**config.mk**
```make
export PLATFORM = sky130hd
export DESIGN_NAME = lsu_mem_master
export DESIGN_NICKNAME = d
export VERILOG_FILES = /design/src/rtl/riscv_mem_pkg.sv /design/src/rtl/lsu_byte_lane.sv /design/src/rtl/lsu_mem_master.sv
export SDC_FILE = /design/constraint.sdc
export NUM_CORES = 1
export LEC_CHECK = 0
export BUFFER_PORTS_ARGS = -buffer_cell sky130_fd_sc_hd__buf_2
export CAP_MARGIN = 20
export CORE_MARGIN = 2
export CORE_UTILIZATION = 54
export DETAILED_ROUTE_END_ITERATION = 10
export GPL_TIMING_DRIVEN = 0
export PLACE_DENSITY = 0.81
export SYNTH_ARGS = -nofsm -noshare
export SYNTH_HDL_FRONTEND = slang
export SYNTH_SLANG_ARGS = --single-unit
```
**constraint.sdc**
```tcl
create_clock -name clk -period 2.64 [get_ports clk]
set_input_delay 0.264 -clock clk [delete_from_list [all_inputs] [get_ports clk]]
set_output_delay 0.264 -clock clk [all_outputs]
set_load 0.01 [all_outputs]
```
**src/rtl/riscv_mem_pkg.sv**
```systemverilog
// Shared definitions for the load/store path: funct3 encodings, LSU states,
// access sizes, and small decode helpers used by the LSU and the byte lane.
package riscv_mem_pkg;

  localparam logic [2:0] F3_B  = 3'b000;
  localparam logic [2:0] F3_H  = 3'b001;
  localparam logic [2:0] F3_W  = 3'b010;
  localparam logic [2:0] F3_BU = 3'b100;
  localparam logic [2:0] F3_HU = 3'b101;

  typedef enum logic [2:0] {
    ST_IDLE   = 3'd0,
    ST_LOAD   = 3'd1,
    ST_RMW_RD = 3'd2,
    ST_WRITE  = 3'd3,
    ST_RESP   = 3'd4
  } lsu_state_t;

  typedef enum logic [1:0] {
    SZ_B = 2'd0,
    SZ_H = 2'd1,
    SZ_W = 2'd2
  } access_size_t;

  // Size only depends on funct3[1:0]; the unsigned flag lives in funct3[2].
  function automatic access_size_t f3_size(input logic [2:0] f3);
    case (f3[1:0])
      2'b00:   return SZ_B;
      2'b01:   return SZ_H;
      default: return SZ_W;
    endcase
  endfunction

  function automatic logic f3_legal(input logic we, input logic [2:0] f3);
    if (we) return (f3 == F3_B) || (f3 == F3_H) || (f3 == F3_W);
    return (f3 == F3_B) || (f3 == F3_H) || (f3 == F3_W) ||
           (f3 == F3_BU) || (f3 == F3_HU);
  endfunction

endpackage

```
**src/rtl/lsu_byte_lane.sv**
```systemverilog
// Combinational byte-lane steering: sub-word load extract/extend and
// sb/sh merge of store data into an existing memory word.
module lsu_byte_lane
  import riscv_mem_pkg::*;
(
  input  logic [1:0]  addr_lo,
  input  logic [2:0]  funct3,
  input  logic [31:0] word,
  input  logic [31:0] wdata,
  output logic [31:0] load_data,
  output logic [31:0] store_data
);

  logic [7:0]   byte_v;
  logic [15:0]  half_v;
  logic [4:0]   bit_base;
  access_size_t sz;

  always_comb begin
    bit_base   = {addr_lo, 3'b000};
    sz         = f3_size(funct3);
    byte_v     = word[bit_base +: 8];
    half_v     = addr_lo[1] ? word[31:16] : word[15:0];
    load_data  = word;
    store_data = word;
    // funct3[2] set means unsigned, so the sign bit is masked off.
    case (sz)
      SZ_B: begin
        load_data = {{24{byte_v[7] & ~funct3[2]}}, byte_v};
        store_data[bit_base +: 8] = wdata[7:0];
      end
      SZ_H: begin
        load_data = {{16{half_v[15] & ~funct3[2]}}, half_v};
        if (addr_lo[1]) store_data[31:16] = wdata[15:0];
        else            store_data[15:0]  = wdata[15:0];
      end
      default: begin
        load_data  = word;
        store_data = wdata;
      end
    endcase
  end

endmodule

```
**src/rtl/lsu_mem_master.sv**
```systemverilog
// Multi-cycle load/store initiator for a word-wide memory without byte
// enables; sub-word stores are done as read-modify-write.
module lsu_mem_master
  import riscv_mem_pkg::*;
#(
  parameter int ADDR_W        = 32,
  parameter bit ERR_ZERO_DATA = 1'b1
) (
  input  logic              clk,
  input  logic              reset_n,
  input  logic              req_valid,
  output logic              req_ready,
  input  logic              req_we,
  input  logic [2:0]        req_funct3,
  input  logic [ADDR_W-1:0] req_addr,
  input  logic [31:0]       req_wdata,
  output logic              resp_valid,
  output logic [31:0]       resp_rdata,
  output logic              resp_err,
  output logic              mem_we,
  output logic [ADDR_W-1:0] mem_a,
  output logic [31:0]       mem_wd,
  input  logic [31:0]       mem_rd
);

  lsu_state_t        state_q, state_d;
  logic [ADDR_W-1:0] addr_q, addr_d;
  logic [31:0]       wdata_q, wdata_d;
  logic [2:0]        funct3_q, funct3_d;
  logic              we_q, we_d;
  logic [31:0]       merge_q, merge_d;
  logic [31:0]       rdata_q, rdata_d;
  logic              err_q, err_d;

  access_size_t req_sz;
  logic         req_bad;
  logic [31:0]  lane_load, lane_store;

  lsu_byte_lane u_lane (
    .addr_lo    (addr_q[1:0]),
    .funct3     (funct3_q),
    .word       (mem_rd),
    .wdata      (wdata_q),
    .load_data  (lane_load),
    .store_data (lane_store)
  );

  always_comb begin
    req_sz  = f3_size(req_funct3);
    req_bad = !f3_legal(req_we, req_funct3) ||
              (req_sz == SZ_H && req_addr[0]) ||
              (req_sz == SZ_W && req_addr[1:0] != 2'b00);
  end

  always_comb begin
    state_d  = state_q;
    addr_d   = addr_q;
    wdata_d  = wdata_q;
    funct3_d = funct3_q;
    we_d     = we_q;
    merge_d  = merge_q;
    rdata_d  = rdata_q;
    err_d    = err_q;
    case (state_q)
      ST_IDLE: begin
        if (req_valid) begin
          addr_d   = req_addr;
          wdata_d  = req_wdata;
          funct3_d = req_funct3;
          we_d     = req_we;
          err_d    = req_bad;
          if (ERR_ZERO_DATA) rdata_d = '0;
          if (req_bad)            state_d = ST_RESP;
          else if (!req_we)       state_d = ST_LOAD;
          else if (req_sz == SZ_W) state_d = ST_WRITE;
          else                    state_d = ST_RMW_RD;
        end
      end
      ST_LOAD: begin
        rdata_d = lane_load;
        state_d = ST_RESP;
      end
      ST_RMW_RD: begin
        merge_d = lane_store;
        state_d = ST_WRITE;
      end
      ST_WRITE: state_d = ST_RESP;
      ST_RESP:  state_d = ST_IDLE;
      default:  state_d = ST_IDLE;
    endcase
  end

  always_ff @(posedge clk or negedge reset_n) begin
    if (!reset_n) begin
      state_q  <= ST_IDLE;
      addr_q   <= '0;
      wdata_q  <= '0;
      funct3_q <= '0;
      we_q     <= 1'b0;
      merge_q  <= '0;
      rdata_q  <= '0;
      err_q    <= 1'b0;
    end else begin
      state_q  <= state_d;
      addr_q   <= addr_d;
      wdata_q  <= wdata_d;
      funct3_q <= funct3_d;
      we_q     <= we_d;
      merge_q  <= merge_d;
      rdata_q  <= rdata_d;
      err_q    <= err_d;
    end
  end

  // Write enable is decoded from the state register so reset kills it at once.
  assign req_ready  = (state_q == ST_IDLE);
  assign resp_valid = (state_q == ST_RESP);
  assign resp_rdata = rdata_q;
  assign resp_err   = err_q;
  assign mem_we     = (state_q == ST_WRITE) && we_q;
  assign mem_a      = {addr_q[ADDR_W-1:2], 2'b00};
  assign mem_wd     = (f3_size(funct3_q) == SZ_W) ? wdata_q : merge_q;

endmodule
```
==> impl_metrics.env, run 1 <==
export IMPL_post_dp_cell_area_um2=9010
export IMPL_synth_area_um2=7750
export IMPL_dr_total_vias=6929
export IMPL_gr_total_overflow=0
export IMPL_start_util_pct=55.6
export IMPL_arrival_ps=2180
export IMPL_ant_nets=0
export IMPL_mostFrequentLayoutCell="buf_2"
export IMPL_die_y_um=124
export IMPL_final_area_um2=9600
export IMPL_wl_per_cell_um=19.6
export IMPL_slew_headroom_pct=36.9
export IMPL_drive_above_1_share_pct=40.1
export IMPL_finalSetupViolations=0
export IMPL_finalHoldViolCount=0
export IMPL_clock_path_buffers=2
export IMPL_cpPeakStageDelay_ps=430
export IMPL_cpLargestDelayFamily="buffers and inverters"
export IMPL_io_buffer_count=200
export IMPL_leakage_uw=0.00458
export IMPL_htreeDepth=4
export IMPL_clock_latency_ps=420
export IMPL_use_met1_pct=41.9
export IMPL_ys_flop_type="dfrtp_1"
export IMPL_start_kind="flip-flop"
export IMPL_synth_edf_count=0
export IMPL_grt_met2_usage_pct=46.5
export IMPL_die_w_um=124
export IMPL_slowest_stage="buf_2"
export IMPL_required_ps=2380
export IMPL_p_per_area_nw_per_um2=1350
export IMPL_r2r_cells=8
export IMPL_n_antenna_cell=0
export IMPL_clockRootBuffer="clkbuf_16"
export IMPL_fin_util_pct=68.9
export IMPL_rows=43
export IMPL_cts_clk_slew_worst_paths_ps=60
export IMPL_nNetsFinal=1085
export IMPL_final_max_slew_viol_count=0
export IMPL_ios=203
export IMPL_criticalPathCategory="flip-flop to output pin"
export IMPL_cts_tree="done"
export IMPL_cap_violations=0
export IMPL_hold_path_cell_count=3
export IMPL_cp_num_buf_inv=4
export IMPL_ys_warn_count=0
export IMPL_core_um2=13900
export IMPL_worst_slew_pin_slew_ps=940
export IMPL_hpwl_mm=17.0
export IMPL_grt_pass1_wl_mm=35.4
export IMPL_drt_wl_total_mm=22.9
export IMPL_syn_inst=756
export IMPL_drc=0
export IMPL_grt_pass1_vias=6692
export IMPL_grt_start_max_net_pins=72
export IMPL_cp_num_cells=6
export IMPL_min_period_over_period_pct=92.7
export IMPL_final_cell_mix="buf_2 (217), dfrtp_1 (135), mux2_2 (70)"
export IMPL_firstDrtPassIters=8
export IMPL_via_per_inst=5.92
export IMPL_stdcell_count=1170
export IMPL_synth_cell_types=47
export IMPL_synthArstFlopShare_pct=100
export IMPL_die_area_um2=15300
export IMPL_hold_path_class="input port to flip-flop"
export IMPL_yosysSeqAreaShare_pct=43.9
export IMPL_grt_antenna_before_repair=0
export IMPL_crit_top_cell="buf_2"
export IMPL_track_usage_pct=30.7
export IMPL_cp_end_kind="output pin"
export IMPL_critical_path_cell_chain="clkbuf_2, buf_2, buf_2, nand2_1, o21ai_0, buf_2"
export IMPL_post_cts_setup_buffers=0
export IMPL_syn_area_per_cell_um2=10.2
export IMPL_met3_usage_pct=8.15
export IMPL_first_iter_violations=663
export IMPL_ys_ff_latch=136
export IMPL_synthToLayoutAreaGrowth_pct=23.9
export IMPL_total_power_uw=13000
export IMPL_dp_cells=1138
export IMPL_period_minus_slack_ps=2450
export IMPL_routabilityCongestion=0.967
export IMPL_top_usage_layer="met2"
export IMPL_status="finished, final reports clean"
export IMPL_finClkSkew_ps=7.96
export IMPL_peakVddDrop_uv=723
export IMPL_clock_sinks=136
export IMPL_rrSetupSlack_ps=200
export IMPL_rsz0062_at_grt="true"
export IMPL_worst_path_max_fanout=19
export IMPL_fin_hold_ws_ps=61.0
export IMPL_cts_made_buffers=17
export IMPL_max_freq_mhz=409
power breakdown:
group          internal, µW  leakage, µW  total, µW  switching, µW
Combinational          3150      0.00266       6830           3680
Sequential             3090      0.00164       3810            717
Clock                  1410     0.000275       2340            931
metal layers:
layer	part of all wire (%)	vias up
met5	0	-
met4	3.5	0
met3	11	63
met2	45	391
met1	41	3335
li1	-	3140
logic make-up after synthesis:
logic type                 synth area share [%]
AOI/OAI and AO/OA                          18.3
adders and majority gates                 0.808
buffers and inverters                      9.17
DFF                                        43.9
muxes                                      15.8
other                                    0.0484
and+or+nand+nor                            11.9
flip-flops by register name (all words and copies together), names as in the netlist:
| signal | count |
|---|---|
| addr_q | 32 |
| merge_q | 32 |
| resp_rdata | 32 |
| wdata_q | 32 |
| funct3_q | 3 |
| state_q | 3 |
| resp_err | 1 |
| we_q | 1 |
metrics by stage:
stage / TNS (ps) / setup slack, ps
floorplan: 0 / 362
global placement: -82020 / -602
detailed placement: -1480 / -196
CTS: 0 / 82.0
global route: -9.99 / -9.99
finish: 0 / 193
final timing paths:
check                               start             end
max in group asynchronous         reset_n     merge_q[27]
min                          req_wdata[9]      wdata_q[9]
min reg2reg                resp_rdata[15]  resp_rdata[15]
max                           funct3_q[1]      mem_wd[14]
max reg2reg                     addr_q[1]      merge_q[3]
min in group asynchronous         reset_n  resp_rdata[11]
worst reg2reg max path, delay by kind of cell (launching register included):
| family | cells | cell delay, ps |
|---|---|---|
| buf+inv | 3 | 770 |
| fa+ha+maj | 1 | 470 |
| compound gates | 2 | 380 |
| flops | 1 | 370 |
| simple gates | 2 | 360 |
synth_stat cells, drive strengths merged, types with 3 or more instances:
cell type,n,area share (%)
mux2i,19,2.5
and3,6,0.48
a221oi,10,1.1
inv,37,1.8
a221o,24,3.1
a31oi,14,1.1
ha,5,0.81
a41oi,13,1.5
nor2b,27,2.2
a22o,21,2.4
a21oi,15,0.97
nor3b,3,0.29
nand2b,19,1.5
a22oi,3,0.29
buf,65,6.0
nor2,50,2.4
a31o,6,0.68
mux4,8,2.3
nor3,5,0.32
o21ai,57,3.7
a32o,7,0.90
o22ai,7,0.57
dfrtp,136,44
mux2,76,11
o221a,10,1.5
nand2,69,3.3
clkbuf,27,1.3
final cells by class:
type / instances / area (µm²)
Sequential cell: 136 / 3400
Clock inverter: 13 / 129
Multi-Input combinational cell: 491 / 3640
Inverter: 38 / 144
Timing Repair Buffer: 203 / 1050
Fill cell: 1093 / 4340
Clock buffer: 19 / 443
Tap cell: 180 / 225
Buffer: 90 / 563
timing repair:
action,4_1_cts,5_1_grt
endpoints found under the setup margin,17,11
hold endpoints to repair,65,0
pin swaps,0,0
cloned,0,0
hold buffers,1,0
gates resized for setup,1,5
Power figures use the tool's default switching activity.
==> run 2, diff against run 1 <==
--- a/config.mk
+++ b/config.mk
@@ -12,6 +12,7 @@
 export DETAILED_ROUTE_END_ITERATION = 10
 export GPL_TIMING_DRIVEN = 0
 export PLACE_DENSITY = 0.81
+export SETUP_SLACK_MARGIN = 0.3
 export SYNTH_ARGS = -nofsm -noshare
 export SYNTH_HDL_FRONTEND = slang
 export SYNTH_SLANG_ARGS = --single-unit
==> impl_metrics.env, run 2 (same netlist as run 1, synthesis figures left out) <==
export IMPL_multiInputGateArea_um2=3660
export IMPL_clkPwrFrac_pct=17.8
export IMPL_peakVddDrop_uv=710
export IMPL_rows=43
export IMPL_start_util_pct=55.6
export IMPL_leakage_uw=0.00461
export IMPL_regArea_um2=3400
export IMPL_stdcell_count=1175
export IMPL_worst_slew_pin_slew_ps=933
export IMPL_drt_wl_total_mm=23.0
export IMPL_crit_start="funct3_q[1]"
export IMPL_grt_pass1_wl_mm=35.6
export IMPL_p_per_area_nw_per_um2=1350
export IMPL_min_period_over_period_pct=84.9
export IMPL_final_cell_mix="buf_2 (212), dfrtp_1 (135), mux2_2 (70)"
export IMPL_dr_total_vias=6950
export IMPL_clock_sinks=136
export IMPL_n_antenna_cell=0
export IMPL_drc=0
export IMPL_required_ps=2380
export IMPL_power_frac_comb_pct=53.2
export IMPL_die_y_um=124
export IMPL_die_w_um=124
export IMPL_final_max_slew_viol_count=0
export IMPL_ant_nets=0
export IMPL_power_net_switching_uw=5350
export IMPL_period_minus_slack_ps=2240
export IMPL_drive_above_1_share_pct=41.1
export IMPL_gr_total_overflow=0
export IMPL_dp_cells=1138
export IMPL_clockRootBuffer="clkbuf_16"
export IMPL_start_kind="flip-flop"
export IMPL_max_freq_mhz=446
export IMPL_routabilityCongestion=0.967
export IMPL_io_buffer_count=200
export IMPL_first_iter_violations=706
export IMPL_fill_cells=1081
export IMPL_mostFrequentLayoutCell="buf_2"
export IMPL_grt_start_max_net_pins=72
export IMPL_cts_tree="done"
export IMPL_finalSetupViolations=0
export IMPL_fin_hold_ws_ps=57.5
export IMPL_arrival_ps=1980
export IMPL_status="finished, final reports clean"
export IMPL_grt_antenna_before_repair=0
export IMPL_worst_path_max_fanout=10
export IMPL_finClkSkew_ps=7.49
export IMPL_swShare_pct=40.8
export IMPL_cts_clk_slew_worst_paths_ps=60
export IMPL_wl_per_cell_um=19.5
export IMPL_criticalPathCategory="flip-flop to output pin"
export IMPL_p_seq_share_pct=29.0
export IMPL_finalHoldViolCount=0
export IMPL_track_usage_pct=30.9
export IMPL_r2r_start="addr_q[1]"
export IMPL_fin_util_pct=69.6
export IMPL_hpwl_mm=17.0
export IMPL_power_internal_uw=7770
export IMPL_clock_path_buffers=2
export IMPL_firstDrtPassIters=5
export IMPL_min_from="req_wdata[9]"
export IMPL_timing_setup_tns_ps=0
export IMPL_core_um2=13900
export IMPL_cp_end_kind="output pin"
export IMPL_grt_pass1_vias=6714
export IMPL_ios=203
export IMPL_cts_made_buffers=17
export IMPL_via_per_inst=5.91
export IMPL_rsz0062_at_grt="true"
export IMPL_htreeDepth=4
export IMPL_synthToLayoutAreaGrowth_pct=25.1
export IMPL_nNetsFinal=1090
export IMPL_die_area_um2=15300
export IMPL_clock_latency_ps=420
export IMPL_slew_headroom_pct=37.3
export IMPL_hold_path_class="input port to flip-flop"
export IMPL_cap_violations=0
[run 2: metal layers]
| metal | up-vias | wire, µm | track usage (%) |
|---|---|---|---|
| met5 | - | 0 | 0 |
| met4 | 0 | 842 | 12.6 |
| met3 | 73 | 2290 | 8.29 |
| met2 | 392 | 10400 | 46.9 |
| met1 | 3327 | 9450 | 42.1 |
| li1 | 3158 | - | - |
[run 2: cell type report]
cell class	instances	area share [%]
Sequential cell	136	35.1
Clock inverter	13	1.33
Multi-Input combinational cell	491	37.7
Timing Repair Buffer	206	11.1
Buffer	92	6.34
Tap cell	180	2.32
Clock buffer	19	4.57
Inverter	38	1.54
[run 2: power groups by stage]
stage	registers, µW	logic, µW	clock network [µW]
final	3800	6980	2340
after global routing	3910	7610	2460
after CTS	3790	6820	2350
after detailed placement	3810	6710	0
after global placement	3770	6600	0
after floorplan	3680	4620	0
[run 2: through the flow]
step                cell area, µm²  setup WS, ps  total power, µW
floorplan                     7750           362             8300
finish                        9690           399            13100
CTS                           9630           308            13000
global placement              8980          -602            10400
detailed placement            9010          -196            10500
global route                  9690           289            14000
[run 2: timing repair]
item / CTS / global route
buffers inserted: 0 / 3
endpoints found under the setup margin: 42 / 40
resized for setup: 15 / 16
pin swaps: 0 / 1
hold endpoints to repair: 65 / 0
hold buffers: 1 / 0
[run 2: critical path: stages, from the launching register on]
cell and delay, ps:
dfrtp_1 320, clkbuf_4 200, buf_4 190, clkbuf_4 220, clkbuf_4 240, nand2_1 80, o21ai_0 120, buf_2 180
[run 2: final timing paths]
kind                                   to  slack [ps]  depth (start not counted)
setup / recovery                mem_wd[1]         400                          7
hold / removal                 wdata_q[9]          60                          3
setup reg to reg               merge_q[0]         440                          9
hold reg to reg            resp_rdata[15]         480                          1
max in group asynchronous     merge_q[27]        1470                          3
min in group asynchronous  resp_rdata[11]         400                          2
==> run 3, diff against run 2 <==
==> constraint.sdc (replaced) <==
create_clock -name clk -period 2.15 [get_ports clk]
set_input_delay 0.215 -clock clk [delete_from_list [all_inputs] [get_ports clk]]
set_output_delay 0.215 -clock clk [all_outputs]
set_load 0.01 [all_outputs]
==> impl_metrics.env, run 3 (same netlist as run 1, synthesis figures left out) <==
export IMPL_worst_slew_pin_slew_ps=710
export IMPL_start_kind="flip-flop"
export IMPL_final_cell_mix="buf_2 (197), dfrtp_1 (135), buf_4 (71)"
export IMPL_htreeDepth=4
export IMPL_start_util_pct=55.6
export IMPL_arrival_ps=2320
export IMPL_min_period_over_period_pct=92.6
export IMPL_required_ps=2480
export IMPL_synthToLayoutAreaGrowth_pct=40.0
export IMPL_finClkSkew_ps=5.33
export IMPL_drt_wl_total_mm=25.6
export IMPL_grt_start_max_net_pins=75
export IMPL_drc=0
export IMPL_cts_made_buffers=17
export IMPL_die_w_um=124
export IMPL_ios=203
export IMPL_fill_cells=897
export IMPL_finalSetupViolations=0
export IMPL_clock_path_buffers=2
export IMPL_die_y_um=124
export IMPL_rows=43
export IMPL_cts_clk_slew_worst_paths_ps=60
export IMPL_core_um2=13900
export IMPL_ant_nets=0
export IMPL_track_usage_pct=32.5
export IMPL_clock_latency_ps=420
export IMPL_worst_path_max_fanout=10
export IMPL_timing_setup_tns_ps=0
export IMPL_first_iter_violations=783
export IMPL_status="finished, final reports clean"
export IMPL_clock_sinks=136
export IMPL_final_max_slew_viol_count=0
export IMPL_criticalPathCategory="flip-flop to flip-flop"
export IMPL_cts_tree="done"
export IMPL_drive_above_1_share_pct=52.2
export IMPL_post_dp_cell_area_um2=9080
export IMPL_via_per_inst=6.13
export IMPL_peakVddDrop_uv=917
export IMPL_mostFrequentLayoutCell="buf_2"
export IMPL_slew_headroom_pct=52.0
export IMPL_leakage_uw=0.00519
export IMPL_firstDrtPassIters=5
export IMPL_hold_path_class="input port to flip-flop"
export IMPL_clockRootBuffer="clkbuf_16"
export IMPL_die_area_um2=15300
export IMPL_grt_antenna_before_repair=0
export IMPL_cp_end_kind="flip-flop"
export IMPL_routabilityCongestion=1.00
export IMPL_grt_pass1_wl_mm=37.3
export IMPL_dr_total_vias=7439
export IMPL_final_area_um2=10800
export IMPL_hpwl_mm=17.0
export IMPL_wl_per_cell_um=21.1
export IMPL_cap_violations=0
export IMPL_grt_pass1_vias=6993
export IMPL_period_minus_slack_ps=1990
export IMPL_finalHoldViolCount=0
export IMPL_p_per_area_nw_per_um2=1740
export IMPL_io_buffer_count=200
export IMPL_gr_total_overflow=0
export IMPL_nNetsFinal=1130
export IMPL_max_freq_mhz=502
export IMPL_rsz0062_at_grt="true"
-- run 3: path summary, 6_finish.rpt --
check,from,to,slack (ps),cells after the start
hold / removal,req_addr[8],addr_q[8],9,2
max in group asynchronous,reset_n,wdata_q[2],1050,3
setup / recovery,addr_q[1],merge_q[10],160,7
hold reg to reg,resp_rdata[15],resp_rdata[15],470,1
min in group asynchronous,reset_n,addr_q[6],340,2
setup reg to reg,addr_q[1],merge_q[10],160,7
-- run 3: repair_timing --
item	4_1_cts	5_1_grt
gates resized for setup	134	120
hold buffers	2	0
gates cloned	4	1
buffers inserted	17	21
pin swaps	17	27
hold endpoints to repair	63	0
endpoints found under the setup margin	139	91
-- run 3: area by class of cell --
type	count	area (µm²)	area share [%]
Sequential cell	136	3400	31.4
Timing Repair Buffer	246	1530	14.1
Clock buffer	24	502	4.63
Antenna cell	1	2.50	0.0231
Clock inverter	6	65.1	0.600
Tap cell	180	225	2.08
Multi-Input combinational cell	491	4180	38.5
Inverter	38	160	1.48
Buffer	92	782	7.21
-- run 3: routing by layer --
| metal | share of wire, % | up-vias | routed length, µm | global-route usage, % |
|---|---|---|---|---|
| met5 | 0 | - | 0 | 0 |
| met4 | 5.7 | 0 | 1460 | 17.1 |
| li1 | - | 3243 | - | - |
| met3 | 11 | 128 | 2780 | 11.7 |
| met2 | 46 | 494 | 11700 | 49.4 |
| met1 | 38 | 3574 | 9690 | 40.8 |
-- run 3: power breakdown --
part | switching [µW] | internal [µW] | leakage (µW)
combinational | 5630 | 5610 | 0.00327
sequential | 1030 | 3790 | 0.00164
clock | 1080 | 1730 | 0.000279
-- run 3: metrics by stage --
step	power [µW]	utilization [%]	setup WS, ps	hold WS [ps]	std cells
2_1_floorplan	10300	-	288	-80.6	757
3_3_place_gp	12900	64.9	-1270	432	1137
3_5_place_dp	13100	65.2	-140	234	1138
4_1_cts	17300	73.9	216	1.75	1191
5_1_grt	19800	77.8	138	8.76	1213
6_report	18900	77.8	159	9.21	1214
-- run 3: critical path, stage by stage, from the launching register on --
cell      delay, ps
dfrtp_1         360
buf_6           140
buf_6           160
nor2b_2         320
clkbuf_4        310
a22oi_1         150
nand2b_1        230
a31oi_1         210
